[config.mk]
export PLATFORM = sky130hd
export DESIGN_NAME = turbo_duo_enc
export DESIGN_NICKNAME = d
export VERILOG_FILES = /design/src/rtl/turbo_pkg.sv /design/src/rtl/rsc_duo_enc.sv /design/src/rtl/turbo_duo_enc.sv
export SDC_FILE = /design/constraint.sdc
export NUM_CORES = 1
export LEC_CHECK = 0
export ABC_AREA = 1
export BUFFER_PORTS_ARGS = -buffer_cell sky130_fd_sc_hd__buf_2
export CAP_MARGIN = 20
export CORE_MARGIN = 5
export CORE_UTILIZATION = 45
export CTS_CLUSTER_DIAMETER = 40
export DETAILED_ROUTE_END_ITERATION = 7
export SLEW_MARGIN = 20
export SYNTH_ARGS = -nofsm -noshare
export SYNTH_HDL_FRONTEND = slang
export SYNTH_SLANG_ARGS = --single-unit
export TNS_END_PERCENT = 100
[constraint.sdc]
create_clock -name clk -period 3.4 [get_ports clk]
set_input_delay 0.17 -clock clk [delete_from_list [all_inputs] [get_ports clk]]
set_output_delay 0.17 -clock clk [all_outputs]
set_load 0.02 [all_outputs]
[src/rtl/turbo_pkg.sv]
// Shared definitions for the duobinary turbo encoder.
// Contents: block lengths per pb_size code, pb_size encodings, symbol counter
// width, block FSM state type and the pb_size -> length decode helper.
// Optional feature macro used by the top: TURBO_PUNCT_EN (rate 2/3 parity mask).
package turbo_pkg;

  localparam int CNT_W = 12;

  localparam logic [CNT_W-1:0] LEN_PB16  = 12'd64;
  localparam logic [CNT_W-1:0] LEN_PB136 = 12'd544;
  localparam logic [CNT_W-1:0] LEN_PB520 = 12'd2080;

  localparam logic [1:0] PB16  = 2'b00;
  localparam logic [1:0] PB136 = 2'b01;
  localparam logic [1:0] PB520 = 2'b10;

  typedef enum logic {
    ST_IDLE = 1'b0,
    ST_RUN  = 1'b1
  } blk_state_e;

  // The reserved code 2'b11 falls through to the largest block.
  function automatic logic [CNT_W-1:0] pb_len(input logic [1:0] pb);
    case (pb)
      PB16:    pb_len = LEN_PB16;
      PB136:   pb_len = LEN_PB136;
      default: pb_len = LEN_PB520;
    endcase
  endfunction

endpackage

[src/rtl/rsc_duo_enc.sv]
// One 8-state recursive systematic duobinary constituent encoder.
// Ports:
//   clk    in   system clock, rising edge
//   n_rst  in   asynchronous active-low reset (state -> 3'b000)
//   en     in   advance the trellis by one symbol this cycle
//   clr    in   with en: return to the zero state instead of advancing
//   u[1:0] in   input symbol {u1,u2}
//   p      out  parity bit for u from the current state (combinational)
// Optional feature macros: none.
module rsc_duo_enc
  import turbo_pkg::*;
(
  input  logic       clk,
  input  logic       n_rst,
  input  logic       en,
  input  logic       clr,
  input  logic [1:0] u,
  output logic       p
);

  // state_q = {s1, s2, s3}
  logic [2:0] state_q;
  logic       w;
  logic [2:0] state_nxt;

  always_comb begin
    w         = state_q[0] ^ u[1] ^ u[0];
    p         = w ^ state_q[1] ^ state_q[0];
    state_nxt = {w, state_q[2] ^ u[0], state_q[1] ^ u[0]};
  end

  always_ff @(posedge clk or negedge n_rst) begin
    if (!n_rst) begin
      state_q <= 3'b000;
    end else if (en) begin
      // Each block starts from the zero state; no trellis termination.
      state_q <= clr ? 3'b000 : state_nxt;
    end
  end

endmodule

[src/rtl/turbo_duo_enc.sv]
// Duobinary turbo encoder core: two constituent encoders (natural and
// interleaved order), block symbol counter / FSM, registered outputs and
// per-symbol parity keep mask.
// Ports:
//   clk           in   system clock, rising edge
//   n_rst         in   asynchronous active-low reset
//   pb_size[1:0]  in   block size select, sampled on symbol 0 of a block
//   din_sys[1:0]  in   natural-order symbol {u1,u2}
//   din_itl[1:0]  in   interleaved-order symbol {u1,u2}
//   din_vld       in   both input symbols valid
//   dout_sys[1:0] out  systematic symbol, 1 cycle after input
//   dout_par[1:0] out  {p2,p1}: p1 natural encoder, p2 interleaved encoder
//   par_mask[1:0] out  {keep p2, keep p1}; 2'b00 when dout_vld is low
//   dout_vld      out  outputs valid
//   blk_last      out  last symbol of a block, qualified by dout_vld
// Handshake: din_vld is a pure valid strobe, no ready/backpressure; one symbol
// per cycle, output valid exactly one cycle later.
// Optional feature macro: TURBO_PUNCT_EN -- when defined the mask punctures to
// rate 2/3 (01 on even symbol index, 10 on odd); otherwise rate 1/2 (11).
module turbo_duo_enc
  import turbo_pkg::*;
(
  input  logic       clk,
  input  logic       n_rst,
  input  logic [1:0] pb_size,
  input  logic [1:0] din_sys,
  input  logic [1:0] din_itl,
  input  logic       din_vld,
  output logic [1:0] dout_sys,
  output logic [1:0] dout_par,
  output logic [1:0] par_mask,
  output logic       dout_vld,
  output logic       blk_last
);

  blk_state_e       state_q;
  logic [CNT_W-1:0] cnt_q;
  logic [CNT_W-1:0] len_q;
  logic [CNT_W-1:0] len_cur;
  logic             last;
  logic             p1;
  logic             p2;
  logic [1:0]       mask_nxt;

  // In IDLE the block length comes straight from pb_size so symbol 0 is
  // judged against the length it is latching; afterwards pb_size is ignored.
  always_comb begin
    len_cur = (state_q == ST_IDLE) ? pb_len(pb_size) : len_q;
    last    = din_vld && (cnt_q == len_cur - CNT_W'(1));
  end

  always_comb begin
`ifdef TURBO_PUNCT_EN
    mask_nxt = cnt_q[0] ? 2'b10 : 2'b01;
`else
    mask_nxt = 2'b11;
`endif
  end

  rsc_duo_enc u_enc_nat (
    .clk   (clk),
    .n_rst (n_rst),
    .en    (din_vld),
    .clr   (last),
    .u     (din_sys),
    .p     (p1)
  );

  rsc_duo_enc u_enc_itl (
    .clk   (clk),
    .n_rst (n_rst),
    .en    (din_vld),
    .clr   (last),
    .u     (din_itl),
    .p     (p2)
  );

  always_ff @(posedge clk or negedge n_rst) begin
    if (!n_rst) begin
      state_q  <= ST_IDLE;
      cnt_q    <= '0;
      len_q    <= LEN_PB16;
      dout_sys <= 2'b00;
      dout_par <= 2'b00;
      par_mask <= 2'b00;
      dout_vld <= 1'b0;
      blk_last <= 1'b0;
    end else begin
      dout_vld <= din_vld;
      blk_last <= last;
      par_mask <= din_vld ? mask_nxt : 2'b00;
      if (din_vld) begin
        dout_sys <= din_sys;
        dout_par <= {p2, p1};
        if (state_q == ST_IDLE) begin
          len_q <= len_cur;
        end
        if (last) begin
          cnt_q   <= '0;
          state_q <= ST_IDLE;
        end else begin
          cnt_q   <= cnt_q + CNT_W'(1);
          state_q <= ST_RUN;
        end
      end
    end
  end

endmodule

==> metrics, run 1 <==
status finished with violations; failing checks negative hold slack; Critical Path Source Type register; CP max FO 19; number of detailed-route iterations in the first pass 4; setup_tns 0 ps; initial antenna violation count 0; Final Hold Viols 36; #FFs+latches synth 37; Post-Route WL 4.18 mm; die area 0.00638 mm2; Mapped Cells 304; CTS H-Tree Depth 2; r2r setup slk 1080 ps; Final period util 68.2%; Total Nets Final 332; total CTS buffers 5; # Max-Cap Violations 0; CP required 3560 ps; area leader, netlist dfrtp_1; Yosys warning count 0; CTS tree built; pin count of the biggest net entering global routing 38; CTS clock-pin slew for the worst setup and hold paths 70 ps; drt wl/cell 10.8 um; die width 79.9 um; Skew-Pair Late Insertion Delay 280 ps; post-layout min period 2320 ps; Pint 0.000842 W; Sw Share 36.4%; Post-synth EDFFs 0; top cell type's share of synthesized area 41.0%; Max Fclk 0.431 GHz; VDD IR max 272 uV; crit-path max cell delay 320 ps; Final Max Tran Viols 0; Crit. End Element register; ANT nets after route 0; Final GP Congestion 0.852; PortBufs 16; Synth area leaders dfrtp_1, nand2_1, inv_1, nand3_1, nor2_1; Core Box Area 0.00472 mm2; via count 1784; clock power share 20.9%; dpl hpwl 3.21 mm; Power Dens Cells 554 mW/mm2; crit path to state_q; Slew HR 46.2%; DRC 0; RSZ-0062 raised after global routing false; FFs w/ async S/R, synth 100%; share of cells above drive strength 1 12.5%; final setup fails 0; first-pass GRT wire length 7.65 mm; post-DR vias/cell 4.61; most common cell in the netlist nand2_1; Starting Density 46.5%; commonest cells in the netlist nand2_1, inv_1, dfrtp_1; Die Y-Extent 79.9 um; Final Hold Slack -24.5 ps; worst setup path startpoint state_q; top_reg_cell synth dfrtp_1; Worst Skew 4.42 ps; all-layer global routing usage 15.4%; number of hold buffers added after cts 0; Synth cell types 27; CTS sink count 37; Slew @ Worst Pin 807 ps; Gate power share 32.4%; Avg Synthesized Cell Area 7.23 um2; total grt overflow 0; FILL cells 485; ant diodes 0; P_leak 1.35 nW; WS Path Type register to register; DR iter-0 viols 111; worst-path cell chain buf_4, nand2_1, ha_1, nand2_1, nand2_1, nor2_1, nand2_1, nor2_1, nand2_1, nor2_1, nand2_1, nor2_1, nand3_2, nand2_2, o21ai_0; Setup Buffers After CTS 0; sequential fraction of design power 46.8%; Area Overhead vs Synth 8.76%; Slowest cell on crit path dfrtp_1; CTS Buffer Depth 2; number of global-route vias before repair 1709; Site Rows 25; FF-to-FF End state_q; register area share after synthesis 42.2%; Psw 0.000483 W; post-synthesis net count 315; Root Driver clkbuf_8; worst r2r src state_q; CP dominant cell by count nand2_1; CTS resizes 0; Syn Std Cell Area 0.00220 mm2; Worst R2R Path Depth 15; Worst Path Arrival 2480 ps; worst min path class input pin to asynchronous set/reset pin; # IOs 17
[through the flow]
stage                     instance area (um2)  utilization, %  std cells  total power, W  setup slack (ps)
after floorplan                          2200               -        304        0.000952              1550
after global placement                   2320            49.1        381         0.00106              1080
after detailed placement                 2320            49.1        381         0.00106              1040
after CTS                                2390            50.6        387         0.00135              1030
after global routing                     2390            50.6        387         0.00145               746
final                                    2390            50.6        387         0.00132              1080
[power by group through the flow]
stage / Combinational (W) / Sequential [W] / Clock, W
3_5_place_dp: 0.000435 / 0.000626 / 0
6_report: 0.000429 / 0.000620 / 0.000276
5_1_grt: 0.000502 / 0.000636 / 0.000310
4_1_cts: 0.000436 / 0.000619 / 0.000292
3_3_place_gp: 0.000430 / 0.000626 / 0
2_1_floorplan: 0.000338 / 0.000614 / 0
[registers in the layout, summed over array words and instances, names as in the netlist]
register           count
cnt_q                 12
len_q                 12
u_enc_itl.state_q      3
u_enc_nat.state_q      3
dout_par               2
dout_sys               2
blk_last               1
par_mask               1
state_q                1
[critical path: cells and delay by family, from the launching register on]
| kind | cells | cell delay (ps) |
|---|---|---|
| and+or+nand+nor | 12 | 1240 |
| DFF | 1 | 320 |
| adders and majority gates | 1 | 300 |
| buffers and inverters | 1 | 230 |
| AOI/OAI and AO/OA | 1 | 100 |
[how the worst min path moves through the flow]
| stage | startpoint | to | slack, ps | cells past startpoint |
|---|---|---|---|---|
| 5_1_grt | n_rst | len_q[3] | 60 | 1 |
| 3_5_place_dp | n_rst | len_q[1] | 320 | 1 |
| 4_1_cts | n_rst | len_q[2] | 8 | 1 |
| 2_1_floorplan | n_rst | blk_last | -130 | 0 |
| 3_3_place_gp | n_rst | len_q[2] | 310 | 1 |
| 6_report | n_rst | len_q[2] | -20 | 1 |
[cell type report]
type	count	area, um2	area share, %
multi-input combinational	210	1030	43.0
sequential	37	927	38.8
inverter	49	184	7.69
timing repair buffer	18	95.1	3.98
tap	67	83.8	3.51
clock buffer	5	68.8	2.88
clock inverter	1	5.00	0.209
[metal layers]
| metal | vias to the layer above | GRT usage, % | share of wire (%) |
|---|---|---|---|
| li1 | 965 | - | - |
| met1 | 794 | 21.8 | 54 |
| met2 | 17 | 22.9 | 42 |
| met3 | 8 | 3.05 | 2.4 |
| met4 | 0 | 6.08 | 1.7 |
| met5 | - | 0 | 0 |
[cell usage in the layout (no fill, tap or decap)]
cell type / n
nand2_1: 89
nor2_1: 30
nor3_1: 4
nand3b_1: 2
dfstp_2: 1
nor2_2: 2
nand4_1: 1
nand2_2: 6
clkinv_2: 1
o21bai_1: 3
nand3_2: 2
inv_2: 3
buf_2: 16
ha_1: 2
buf_4: 2
xnor2_1: 7
a22o_1: 1
inv_1: 46
xor2_1: 10
clkbuf_8: 5
or2_2: 1
o21ai_0: 16
a21oi_1: 3
dfrtp_1: 36
nor4_1: 1
nand3_1: 29
nor2_4: 1
[kinds of logic after synthesis]
group / synth area share (%)
AOI/OAI and AO/OA: 5.75
xor gates and xnor gates: 6.77
adders and majority gates: 1.14
buffers and inverters: 11.1
DFF: 42.2
and+or+nand+nor: 33.1
Note: power is estimated with default switching activity, not from simulation.
==> run 2: changes to the inputs <==
Clock period 3.4 ns to 2.43 ns, I/O delays scaled along.
==> run 2 against run 1 <==
  * The run now ends clean
  * Flip-flop and latch count unchanged
  * Worst setup slack got worse by 790 ps
  * Die area unchanged
  * Clock power increased by 100%
  * Final cell count increased by 1.3%
  * Critical path type unchanged
==> metrics, run 2 (synthesis results as in run 1) <==
Skew-Pair Late Insertion Delay 290 ps (about the same); CP max FO 9 (-10); first-pass GRT wire length 8.09 mm (+5.9%); Final Hold Viols 0 (-100%); Worst Skew 8.10 ps (+3.68 ps); Max Fclk 0.468 GHz (+8.6%); post-layout min period 2140 ps (-185 ps); P_leak 1.38 nW (+2.4%); Worst Path Arrival 2320 ps (-160 ps); RSZ-0062 raised after global routing false; DRC 0 (unchanged); pin count of the biggest net entering global routing 38 (unchanged); VDD IR max 420 uV (+54%); number of global-route vias before repair 1822 (+6.6%); Final period util 87.9% (+20 points); die area 0.00638 mm2 (unchanged); Final Max Tran Viols 0 (unchanged); via count 1827 (+2.4%); Post-Route WL 4.41 mm (+5.3%); CTS tree built; worst-path cell chain nand2_1, ha_1, nand2_1, nand2_1, nor2_1, nand2_1, nor2_1, nand2_1, nor2_1, nand2_1, nor2_1, nand3_2, buf_4, nand3_1, inv_1; Power Dens Cells 821 mW/mm2 (+48%); Die Y-Extent 79.9 um (unchanged); dpl hpwl 3.33 mm (+3.7%); Slowest cell on crit path dfrtp_1; total CTS buffers 5 (unchanged); Starting Density 46.5% (unchanged); setup_tns 0 ps (unchanged); Total Nets Final 335 (+0.90%); commonest non-fill, non-tap cell in the layout nand2_1; Crit. End Element register; Final GP Congestion 0.838 (-1.7%); leading registers by flop count cnt_q: 12 flops, len_q: 12 flops; Critical Path Source Type register; total grt overflow 0 (unchanged); post-DR vias/cell 4.66 (+1.1%); WS Path Type register to register; initial antenna violation count 0 (unchanged); crit-path max cell delay 440 ps (+120 ps); Slew HR 45.0% (-1.2 points); pre-CTS setup slack 311 ps (-724 ps); die width 79.9 um (unchanged); CTS H-Tree Depth 2 (unchanged); Slew @ Worst Pin 825 ps (+17.4 ps); FILL cells 473 (-2.5%); all-layer global routing usage 16.1% (+0.73 points); ant diodes 0 (unchanged); PortBufs 16 (unchanged); most frequent cells in the layout nand2_1, inv_1, dfrtp_1, nor2_1, nand3_1; CP required 2610 ps (-950 ps); # IOs 17 (unchanged); Area Overhead vs Synth 11.8%; DR iter-0 viols 139 (+25%); CTS sink count 37 (unchanged); ANT nets after route 0 (unchanged); Setup Buffers After CTS 0 (unchanged); CTS Buffer Depth 2 (unchanged); Site Rows 25 (unchanged); Root Driver clkbuf_8; share of cells above drive strength 1 13.2% (+0.73 points); # Max-Cap Violations 0 (unchanged); number of detailed-route iterations in the first pass 4 (unchanged); final setup fails 0 (unchanged); status finished, final reports clean; CP dominant cell by count nand2_1; final setup margin 295 ps (-785 ps); drt wl/cell 11.2 um (+4.0%); CTS clock-pin slew for the worst setup and hold paths 80 ps (about the same); worst min path class input pin to register; Core Box Area 0.00472 mm2 (unchanged)
## run 2: cell count changes in the layout (fill, tap and decap cells not counted), sizes merged
cell and delta:
buf +2, clkbuf +2, bufinv +1, clkinv -1, dlygate4sd3 +1
## run 2: worst max-delay path: cells and delay by family, from the launching register on
| kind | cells | cell delay (ps) |
|---|---|---|
| fa+ha+maj | 1 | 310 |
| buf+inv | 2 | 240 |
| flops | 1 | 440 |
| simple gates | 12 | 1030 |
## run 2: cell type report
type                    instances  area, um2  share of cell area, %
clock buffers                   7       86.3                   3.51
clock inverters                 1       30.0                   1.22
inverters                      49        184                   7.48
multi-input cells             210       1030                   41.8
flip-flops and latches         37        927                   37.7
well taps                      67       83.8                   3.41
repair buffers                 21        120                   4.89
## run 2: metrics by stage
stage | cell area [um2] | std cells | hold WS (ps) | utilization (%) | total power, W
after floorplan | 2200 | 304 | -174 | - | 0.00133
after global placement | 2330 | 383 | 278 | 49.4 | 0.00147
after detailed placement | 2330 | 383 | 280 | 49.4 | 0.00148
after CTS | 2460 | 392 | 76.5 | 52.1 | 0.00205
after global routing | 2460 | 392 | 86.8 | 52.1 | 0.00220
final | 2460 | 392 | 92.0 | 52.1 | 0.00202
## run 2: worst paths after layout
path	from	endpoint	slack, ps	depth (start not counted)
max	state_q	cnt_q[7]	290	15
min	din_vld	par_mask[0]	90	1
max reg2reg	state_q	cnt_q[7]	290	15
min reg2reg	dout_sys[0]	dout_sys[0]	500	2
max in group asynchronous	n_rst	cnt_q[5]	1450	2
min in group asynchronous	n_rst	len_q[2]	460	2
## run 2: routing by layer
metal | vias to the layer above | share of wire (%) | wire length, um | track usage [%]
met2 | 33 | 43 | 1880 | 25.0
met3 | 8 | 3.8 | 169 | 3.16
li1 | 970 | - | - | -
met5 | - | 0 | 0 | 0
met4 | 0 | 1.9 | 83 | 6.42
met1 | 816 | 51 | 2270 | 22.0
## run 2: what timing repair did
item | in CTS | in global routing
gates resized for setup | 0 | 0
hold endpoints to repair | 36 | 0
hold buffers | 1 | 0
## run 2: power breakdown
group	internal (W)	leakage (nW)	switching [W]
Combinational	0.000248	0.866	0.000356
Clock	0.000335	0.0585	0.000217
Sequential	0.000745	0.454	0.000119
Total	0.00133	1.38	0.000692
